==> src/rtl/fsx_pkg.sv <==
// rtl/fsx_pkg.sv - shared constants and colour expansion for the layer compositor
package fsx_pkg;

    localparam int RGB_R_LSB = 5;
    localparam int RGB_G_LSB = 2;
    localparam int RGB_B_LSB = 0;
    localparam int RGB_R_W   = 3;
    localparam int RGB_G_W   = 3;
    localparam int RGB_B_W   = 2;

    localparam logic [3:0] CFG_EN    = 4'd0;
    localparam logic [3:0] CFG_KEYEN = 4'd1;
    localparam logic [3:0] CFG_BG    = 4'd2;
    localparam logic [3:0] CFG_KEY0  = 4'd3;

    localparam int LATENCY = 3;

    // Zero stays black; anything else is MSB-aligned with ones filled below so full scale reaches all ones.
    function automatic logic [9:0] fsx_expand(input logic [2:0] v, input int src_w, input int out_w);
        logic [9:0] res;
        int         sh;
        sh  = out_w - src_w;
        res = '0;
        if (v != 3'd0)
            res = (10'(v) << sh) | ((10'd1 << sh) - 10'd1);
        return res;
    endfunction

endpackage

==> src/rtl/fsx_cfg_regs.sv <==
// rtl/fsx_cfg_regs.sv - shadow/active config registers, vsync commit, frame interrupt and counter
module fsx_cfg_regs
    import fsx_pkg::*;
#(
    parameter int N_LAYERS    = 2,
    parameter int FRAME_CNT_W = 16
) (
    input  logic                   clk,
    input  logic                   reset,
    input  logic                   vs_in,
    input  logic                   cfg_we,
    input  logic [3:0]             cfg_addr,
    input  logic [7:0]             cfg_wdata,
    output logic [N_LAYERS-1:0]    en,
    output logic [N_LAYERS-1:0]    keyen,
    output logic [7:0]             bg,
    output logic [8*N_LAYERS-1:0]  keys,
    output logic                   frame_drawn,
    output logic [FRAME_CNT_W-1:0] frame_count
);

    logic [N_LAYERS-1:0]   sh_en;
    logic [N_LAYERS-1:0]   sh_keyen;
    logic [7:0]            sh_bg;
    logic [8*N_LAYERS-1:0] sh_keys;
    logic                  vs_q;
    logic                  frame_event;

    assign frame_event = vs_in && !vs_q;

    always_ff @(posedge clk or negedge reset) begin
        if (!reset) begin
            sh_en       <= '1;
            sh_keyen    <= '1;
            sh_bg       <= '0;
            sh_keys     <= '0;
            en          <= '1;
            keyen       <= '1;
            bg          <= '0;
            keys        <= '0;
            vs_q        <= 1'b0;
            frame_drawn <= 1'b0;
            frame_count <= '0;
        end else begin
            vs_q        <= vs_in;
            frame_drawn <= frame_event;
            // Commit copies the shadow as it stood before any write in this same cycle.
            if (frame_event) begin
                en          <= sh_en;
                keyen       <= sh_keyen;
                bg          <= sh_bg;
                keys        <= sh_keys;
                frame_count <= frame_count + FRAME_CNT_W'(1);
            end
            if (cfg_we) begin
                case (cfg_addr)
                    CFG_EN:    sh_en    <= cfg_wdata[N_LAYERS-1:0];
                    CFG_KEYEN: sh_keyen <= cfg_wdata[N_LAYERS-1:0];
                    CFG_BG:    sh_bg    <= cfg_wdata;
                    default:   ;
                endcase
                for (int i = 0; i < N_LAYERS; i++) begin
                    if (cfg_addr == CFG_KEY0 + 4'(i))
                        sh_keys[8*i +: 8] <= cfg_wdata;
                end
            end
        end
    end

endmodule

==> src/rtl/fsx_layer_compositor.sv <==
// rtl/fsx_layer_compositor.sv - N-layer RGB332 priority/colour-key mixer with expansion and sync delay
module fsx_layer_compositor
    import fsx_pkg::*;
#(
    parameter int N_LAYERS    = 2,
    parameter int OUT_W       = 8,
    parameter int FRAME_CNT_W = 16
) (
    input  logic                   clk,
    input  logic                   reset,
    input  logic [8*N_LAYERS-1:0]  layer_rgb,
    input  logic                   hs_in,
    input  logic                   vs_in,
    input  logic                   blank_in,
    input  logic                   cfg_we,
    input  logic [3:0]             cfg_addr,
    input  logic [7:0]             cfg_wdata,
    output logic [OUT_W-1:0]       r_out,
    output logic [OUT_W-1:0]       g_out,
    output logic [OUT_W-1:0]       b_out,
    output logic                   hs_out,
    output logic                   vs_out,
    output logic                   blank_out,
    output logic                   frame_drawn,
    output logic [FRAME_CNT_W-1:0] frame_count
);

    logic [N_LAYERS-1:0]   en;
    logic [N_LAYERS-1:0]   keyen;
    logic [7:0]            bg;
    logic [8*N_LAYERS-1:0] keys;

    fsx_cfg_regs #(
        .N_LAYERS    (N_LAYERS),
        .FRAME_CNT_W (FRAME_CNT_W)
    ) u_cfg (
        .clk         (clk),
        .reset       (reset),
        .vs_in       (vs_in),
        .cfg_we      (cfg_we),
        .cfg_addr    (cfg_addr),
        .cfg_wdata   (cfg_wdata),
        .en          (en),
        .keyen       (keyen),
        .bg          (bg),
        .keys        (keys),
        .frame_drawn (frame_drawn),
        .frame_count (frame_count)
    );

    logic [N_LAYERS-1:0]   opaque;
    logic [8*N_LAYERS-1:0] s1_rgb;
    logic [N_LAYERS-1:0]   s1_opaque;
    logic [7:0]            s1_bg;
    logic [2:0]            s1_sync;
    logic [7:0]            sel;
    logic [7:0]            s2_pix;
    logic [2:0]            s2_sync;

    always_comb begin
        opaque = '0;
        for (int i = 0; i < N_LAYERS; i++)
            opaque[i] = en[i] && !(keyen[i] && (layer_rgb[8*i +: 8] == keys[8*i +: 8]));
    end

    // Scan from the lowest priority upward so layer 0 wins last.
    always_comb begin
        sel = s1_bg;
        for (int i = N_LAYERS - 1; i >= 0; i--) begin
            if (s1_opaque[i])
                sel = s1_rgb[8*i +: 8];
        end
    end

    // Sync vectors are {hs, vs, blank}; cleared stages read as blanked.
    always_ff @(posedge clk or negedge reset) begin
        if (!reset) begin
            s1_rgb    <= '0;
            s1_opaque <= '0;
            s1_bg     <= '0;
            s1_sync   <= 3'b001;
            s2_pix    <= '0;
            s2_sync   <= 3'b001;
            r_out     <= '0;
            g_out     <= '0;
            b_out     <= '0;
            hs_out    <= 1'b0;
            vs_out    <= 1'b0;
            blank_out <= 1'b1;
        end else begin
            s1_rgb    <= layer_rgb;
            s1_opaque <= opaque;
            s1_bg     <= bg;
            s1_sync   <= {hs_in, vs_in, blank_in};
            s2_pix    <= sel;
            s2_sync   <= s1_sync;
            hs_out    <= s2_sync[2];
            vs_out    <= s2_sync[1];
            blank_out <= s2_sync[0];
            if (s2_sync[0]) begin
                r_out <= '0;
                g_out <= '0;
                b_out <= '0;
            end else begin
                r_out <= OUT_W'(fsx_expand(s2_pix[RGB_R_LSB +: RGB_R_W], RGB_R_W, OUT_W));
                g_out <= OUT_W'(fsx_expand(s2_pix[RGB_G_LSB +: RGB_G_W], RGB_G_W, OUT_W));
                b_out <= OUT_W'(fsx_expand({1'b0, s2_pix[RGB_B_LSB +: RGB_B_W]}, RGB_B_W, OUT_W));
            end
        end
    end

endmodule

==> config.mk <==
export PLATFORM = sky130hd
export DESIGN_NAME = fsx_layer_compositor
export DESIGN_NICKNAME = d
export VERILOG_FILES = /design/src/rtl/fsx_pkg.sv /design/src/rtl/fsx_cfg_regs.sv /design/src/rtl/fsx_layer_compositor.sv
export SDC_FILE = /design/constraint.sdc
export NUM_CORES = 1
export LEC_CHECK = 0
export CORE_UTILIZATION = 45
export CTS_CLUSTER_SIZE = 12
export DETAILED_ROUTE_END_ITERATION = 12
export PLACE_DENSITY = 0.69
export SLEW_MARGIN = 5
export SYNTH_ARGS = -nofsm -noshare
export SYNTH_HDL_FRONTEND = slang
export SYNTH_SLANG_ARGS = --single-unit
==> constraint.sdc <==
create_clock -name clk -period 1.65 [get_ports clk]
set_clock_uncertainty 0.15 [all_clocks]
set_input_delay 0.495 -clock clk [delete_from_list [all_inputs] [get_ports clk]]
set_output_delay 0.495 -clock clk [all_outputs]
set_load 0.02 [all_outputs]
# Yosys cells after proc, flatten, opt, wreduce, memory -nomap -nowiden

Index checks and enable logic that the tools add are counted.

Add/sub/neg operators: 1
Equal/unequal tests: 6
Mux-type cells: 8
Reductions and logical operators: 17

Operators by type and width:

| kind                                                            | number |
|---|---|
| 8-bit two-way mux                                               | 8 |
| 16-bit by 1-bit adder with 16-bit output, second input constant | 1 |
| 8-bit == test                                                   | 2 |
| 2-bit AND reduction                                             | 5 |
| 4-bit by 2-bit == test with 1-bit output, second input constant | 2 |
| 3-bit nonzero test                                              | 2 |
| 1-bit logical AND                                               | 5 |
| 4-bit by 1-bit == test with 1-bit output, second input constant | 1 |
| 4-bit by 3-bit == test with 1-bit output, second input constant | 1 |
| 4-bit zero test                                                 | 1 |
| 1-bit zero test                                                 | 3 |
| 2-bit nonzero test                                              | 1 |

Register bits after elaboration: 141
Input bits: 34
Output and inout port bits: 44
Word-level logic and storage cells: 56

# Depth between registers and ports, before layout

Depth after elaboration: 4
Depth in mapped cells: 5
Mapped depth without buffers: 4

# Cells and area by module

A second synthesis with hierarchy kept.

Cell total of the unflattened synthesis: 374
Area, all modules: 4789.6 um^2

Modules (own cells, without submodules):

| module               | instances | cells an instance | area each (um^2) | seq. area each (um^2) |
|---|---|---|---|---|
| fsx_cfg_regs         | 1         | 246               | 2914.0           | 1861.8 |
| fsx_layer_compositor | 1         | 128               | 1875.5           | 1355.0 |

# Worst setup path before layout

Ideal clock, no wire load.

Path kind: input-to-reg
Start: input port cfg_addr[3]
End: register u_cfg.sh_bg[0]
Setup time: 0.125 ns
Arrival: 1.350 ns
Required time: 1.375 ns
Setup slack: 0.025 ns
Stages on the path: 4
Path buffers: 0
Cells stage by stage: nor3b_4 -> nand2_2 -> nor2_4 -> mux2_2

Word-level cells in the longest chain between the ends: 2

RTL lines:

| element                                  | line                       | text |
|---|---|---|
| start: declaration                       | fsx_layer_compositor.sv:16 | `input logic [3:0] cfg_addr,` |
| 4-bit by 2-bit == test with 1-bit output | fsx_cfg_regs.sv:56         | `case (cfg_addr)` |
| 2-bit AND reduction (no source line)     | -                          |  |
| end signal: assignment                   | fsx_cfg_regs.sv:59         | `CFG_BG: sh_bg <= cfg_wdata;` |
| end: declaration                         | fsx_cfg_regs.sv:24         | `logic [7:0] sh_bg;` |

No other way between the ends.
A chain may end at the register's enable or synchronous reset.

# Worst setup path in the final report

Start: register blank_out
End: output port blank_out

RTL lines:

| element                  | line                       | text |
|---|---|---|
| start: declaration       | fsx_layer_compositor.sv:23 | `output logic blank_out,` |
| start signal: assignment | fsx_layer_compositor.sv:99 | `blank_out <= s2_sync[0];` |

No word-level cell between the ends.

==> summary.md <==
| Metric | Value |
|---|---|
| Tightest Hold Check Type | in -> reg |
| Worst skew pair latency | 0.51 ns |
| Syn_area_per_cell | 15.4 um^2 |
| Crit-path cells | buf_6 |
| Worst path arrival time | 1.13 ns |
| Slew @ Worst Pin | 0.479 ns |
| Critical path's top delay family | flip-flops |
| Drt via density | 4.70 |
| Initial antenna violation count | 0 |
| Final period util | 108% |
| Overflow after GRT | 0 |
| Area of the core | 10,300 um^2 |
| Asr flop ratio synth | 100% |
| Register area | 3200 um^2 |
| Max clock buf depth | 2 |
| Fin. Hold Viols | 0 |
| Antenna viol nets, final | 0 |
| M1 GR Usage | 21.4% |
| Initial Util | 46.1% |
| Die ar. | 10,900 um^2 |
| Crit path largest cell delay | 0.52 ns |
| # DRC | 0 |
| Worst endpoint required time | 1.00 ns |
| Dpl cell area | 5860 um^2 |
| Worst Slack Setup Final | -0.125 ns |
| Clk sinks | 127 |
| Root Buffer | clkbuf_8 |
| I/O pins | 78 |
| Net Count, Synth | 342 |
| # diodes | 0 |
| Fmax | 563 MHz |
| Post-synth top flop | dfrtp_1 |
| Peak VDD IR | 1.01 mV |
| Synth top area cells | dfrtp_1 61%, mux2_2 14%, dfstp_2 6.1% |
| Worst slack, placed | -0.576 ns |
| Vias in the first global route | 2,799 |
| Met3 Use GR | 4.68% |
| Flop-to-flop setup slack | 0 ns |
| CTS tree | built |
| Bufs and invs on worst path | 1 |
| Share of cells above drive strength 1 | 46.2% |
| Tot GR Track Use | 17.2% |
| Rel. slew slack | 68.0% |
| Htree depth | 4 |
| Worst setup path class | reg -> out |
| Initial DRC count | 82 |
| Post-Synthesis Cells | 307 |
| First-pass GRT wire length | 13.9 mm |
| # rows | 37 |
| Post-synth EDFFs | 0 |
| Gpl congestion | 0.731 |
| Layout area overhead | 38.7% |
| Power density over the cells | 1510 nW/um^2 |
| Port bufs | 77 |
| Final hold slack | 0.0223 ns |
| Crit start category | register |
| Sequential area share after synthesis | 67.4% |
| Routed WL | 8.41 mm |
| Slowest-stage cell, CP | dfstp_2 |
| Non-Filler Cell Area, Final | 6570 um^2 |
| Met2 Use GR | 27.9% |
| Fin nets | 466 |
| Fillers | 771 |
| Routed wire per std cell | 14.5 um |
| # Max-Cap Violations | 0 |
| Clock slew at reported path FFs | 0.06 ns |
| Yosys reg bits | 127 |
| Synth top area share | 61.3% |
| Status | finished, violations left |
| Period minus WS final | 1.77 ns |
| RSZ-0062 raised after global routing | yes |
| Max FO, Critical Path | 1 |
| Hpwl dp | 5.73 mm |
| Cell Area, Synth | 4730 um^2 |
| Die height | 105 um |
| Library cells used by synthesis | 32 |
| 1st-pass router iterations | 4 |
| Violated checks | setup timing |
| YS warnings | 0 |
| Pins Over Slew Limit | 0 |
| Largest net degree at the start of global routing | 33 |
| Num CTS Buffers | 17 |
| Synth area leader | dfrtp_1 |
| Area of the multi-input gates | 1430 um^2 |
| Most used routing layer | met2 |
| Leak | 3.04 nW |
| Critical path endpoint category | output port |
| Chip width | 105 um |
| Via Count | 2,724 |
| Count of final setup violators | 33 |
where the power goes:
part | leakage, nW | internal, mW | switching (mW)
registers | 1.55 | 3.88 | 0.436
logic | 1.22 | 1.29 | 0.990
clock network | 0.266 | 2.10 | 1.20
total | 3.04 | 7.27 | 2.63
through the flow:
stage	TNS, ns	instances	total power [mW]	util [%]
2_1_floorplan	0	307	5.55	-
3_3_place_gp	-32.72	535	6.44	57.0
3_5_place_dp	-33.85	535	6.51	57.0
4_1_cts	-3.01	577	9.97	63.5
5_1_grt	-4.13	580	10.4	63.9
6_report	-2.15	580	9.90	63.9
kinds of logic (layout without fill, tap and decap cells):
kind of cell               after synthesis  count (layout)  share of synthesized area (%)
DFF                                    127             127                           67.4
adders and majority gates                1               1                          0.264
xor gates and xnor gates                31              31                           5.73
and+or+nand+nor                         54              54                           7.29
AOI/OAI and AO/OA                       10              10                           1.32
buffers and inverters                   19             156                           2.72
muxes                                   65              65                           15.2
final cells by class:
| type | instances | share of cell area [%] |
|---|---|---|
| multi-input cells | 161 | 21.8 |
| clock inverters | 7 | 0.953 |
| clock buffers | 25 | 7.22 |
| flip-flops and latches | 127 | 48.7 |
| repair buffers | 124 | 18.7 |
| well taps | 136 | 2.59 |
synth_stat cells, types with 2 or more instances:
| master | number |
|---|---|
| nand3_1 | 6 |
| dfrtp_1 | 116 |
| nand2_1 | 15 |
| nand4_1 | 3 |
| buf_2 | 4 |
| nor2b_1 | 8 |
| and2_1 | 2 |
| mux2_2 | 57 |
| buf_4 | 14 |
| dfstp_2 | 11 |
| and4_4 | 3 |
| xor2_1 | 16 |
| o41a_1 | 2 |
| xnor2_1 | 15 |
| nor2_1 | 2 |
| or3_1 | 2 |
| o21ai_0 | 8 |
| mux2i_1 | 8 |
| nor4_1 | 2 |
placed cells by master (no fill, tap or decap), types with 3 or more instances in the layout:
cell and instances:
dfrtp_2 3, o21ai_0 8, buf_12 5, clkbuf_8 4, buf_6 42, buf_4 42
nand4_1 3, nand3_1 5, and4_4 3, xor2_1 16, dfstp_2 11, clkinv_2 5
mux2_2 57, xnor2_1 15, nand2_1 15, dfrtp_1 113, clkbuf_16 16, clkdlybuf4s50_1 27
nor2b_1 8, mux2i_1 8, clkbuf_1 5, dlygate4sd2_1 3
worst paths after layout:
kind                           endpoint     startpoint  cells past startpoint
setup / recovery              blank_out      blank_out                      1
hold / removal                s1_rgb[0]   layer_rgb[0]                      1
setup reg to reg           s1_opaque[1]  u_cfg.keys[8]                      5
hold reg to reg                  vs_out     s2_sync[1]                      0
max in group asynchronous   u_cfg.en[0]          reset                      3
min in group asynchronous    s1_sync[1]          reset                      2
routing by layer:
layer / up-vias / share of wire (%) / wire length [um]
met4: 0 / 1.5 / 123
met1: 1360 / 42 / 3570
met5: - / 0 / 0
met2: 59 / 52 / 4390
li1: 1293 / - / -
met3: 12 / 3.9 / 330
state kept, by name, indices dropped and copies added (netlist names), 2 cells and up:
signal	cells
u_cfg.sh_keys	16
s2_sync	3
u_cfg.frame_count	16
s1_bg	8
u_cfg.keys	16
u_cfg.bg	8
u_cfg.keyen	2
s2_pix	8
g_out	4
r_out	4
s1_sync	3
s1_rgb	16
s1_opaque	2
u_cfg.sh_en	2
b_out	3
u_cfg.sh_keyen	2
u_cfg.sh_bg	8
u_cfg.en	2
what timing repair did:
item,in CTS,in global routing
endpoints found under the hold margin,34,0
endpoints found under the setup margin,46,75
hold buffers,1,0
setup buffers,9,3
pin swaps,1,3
resized for setup,267,6
Note: power is estimated with default switching activity, not from simulation.
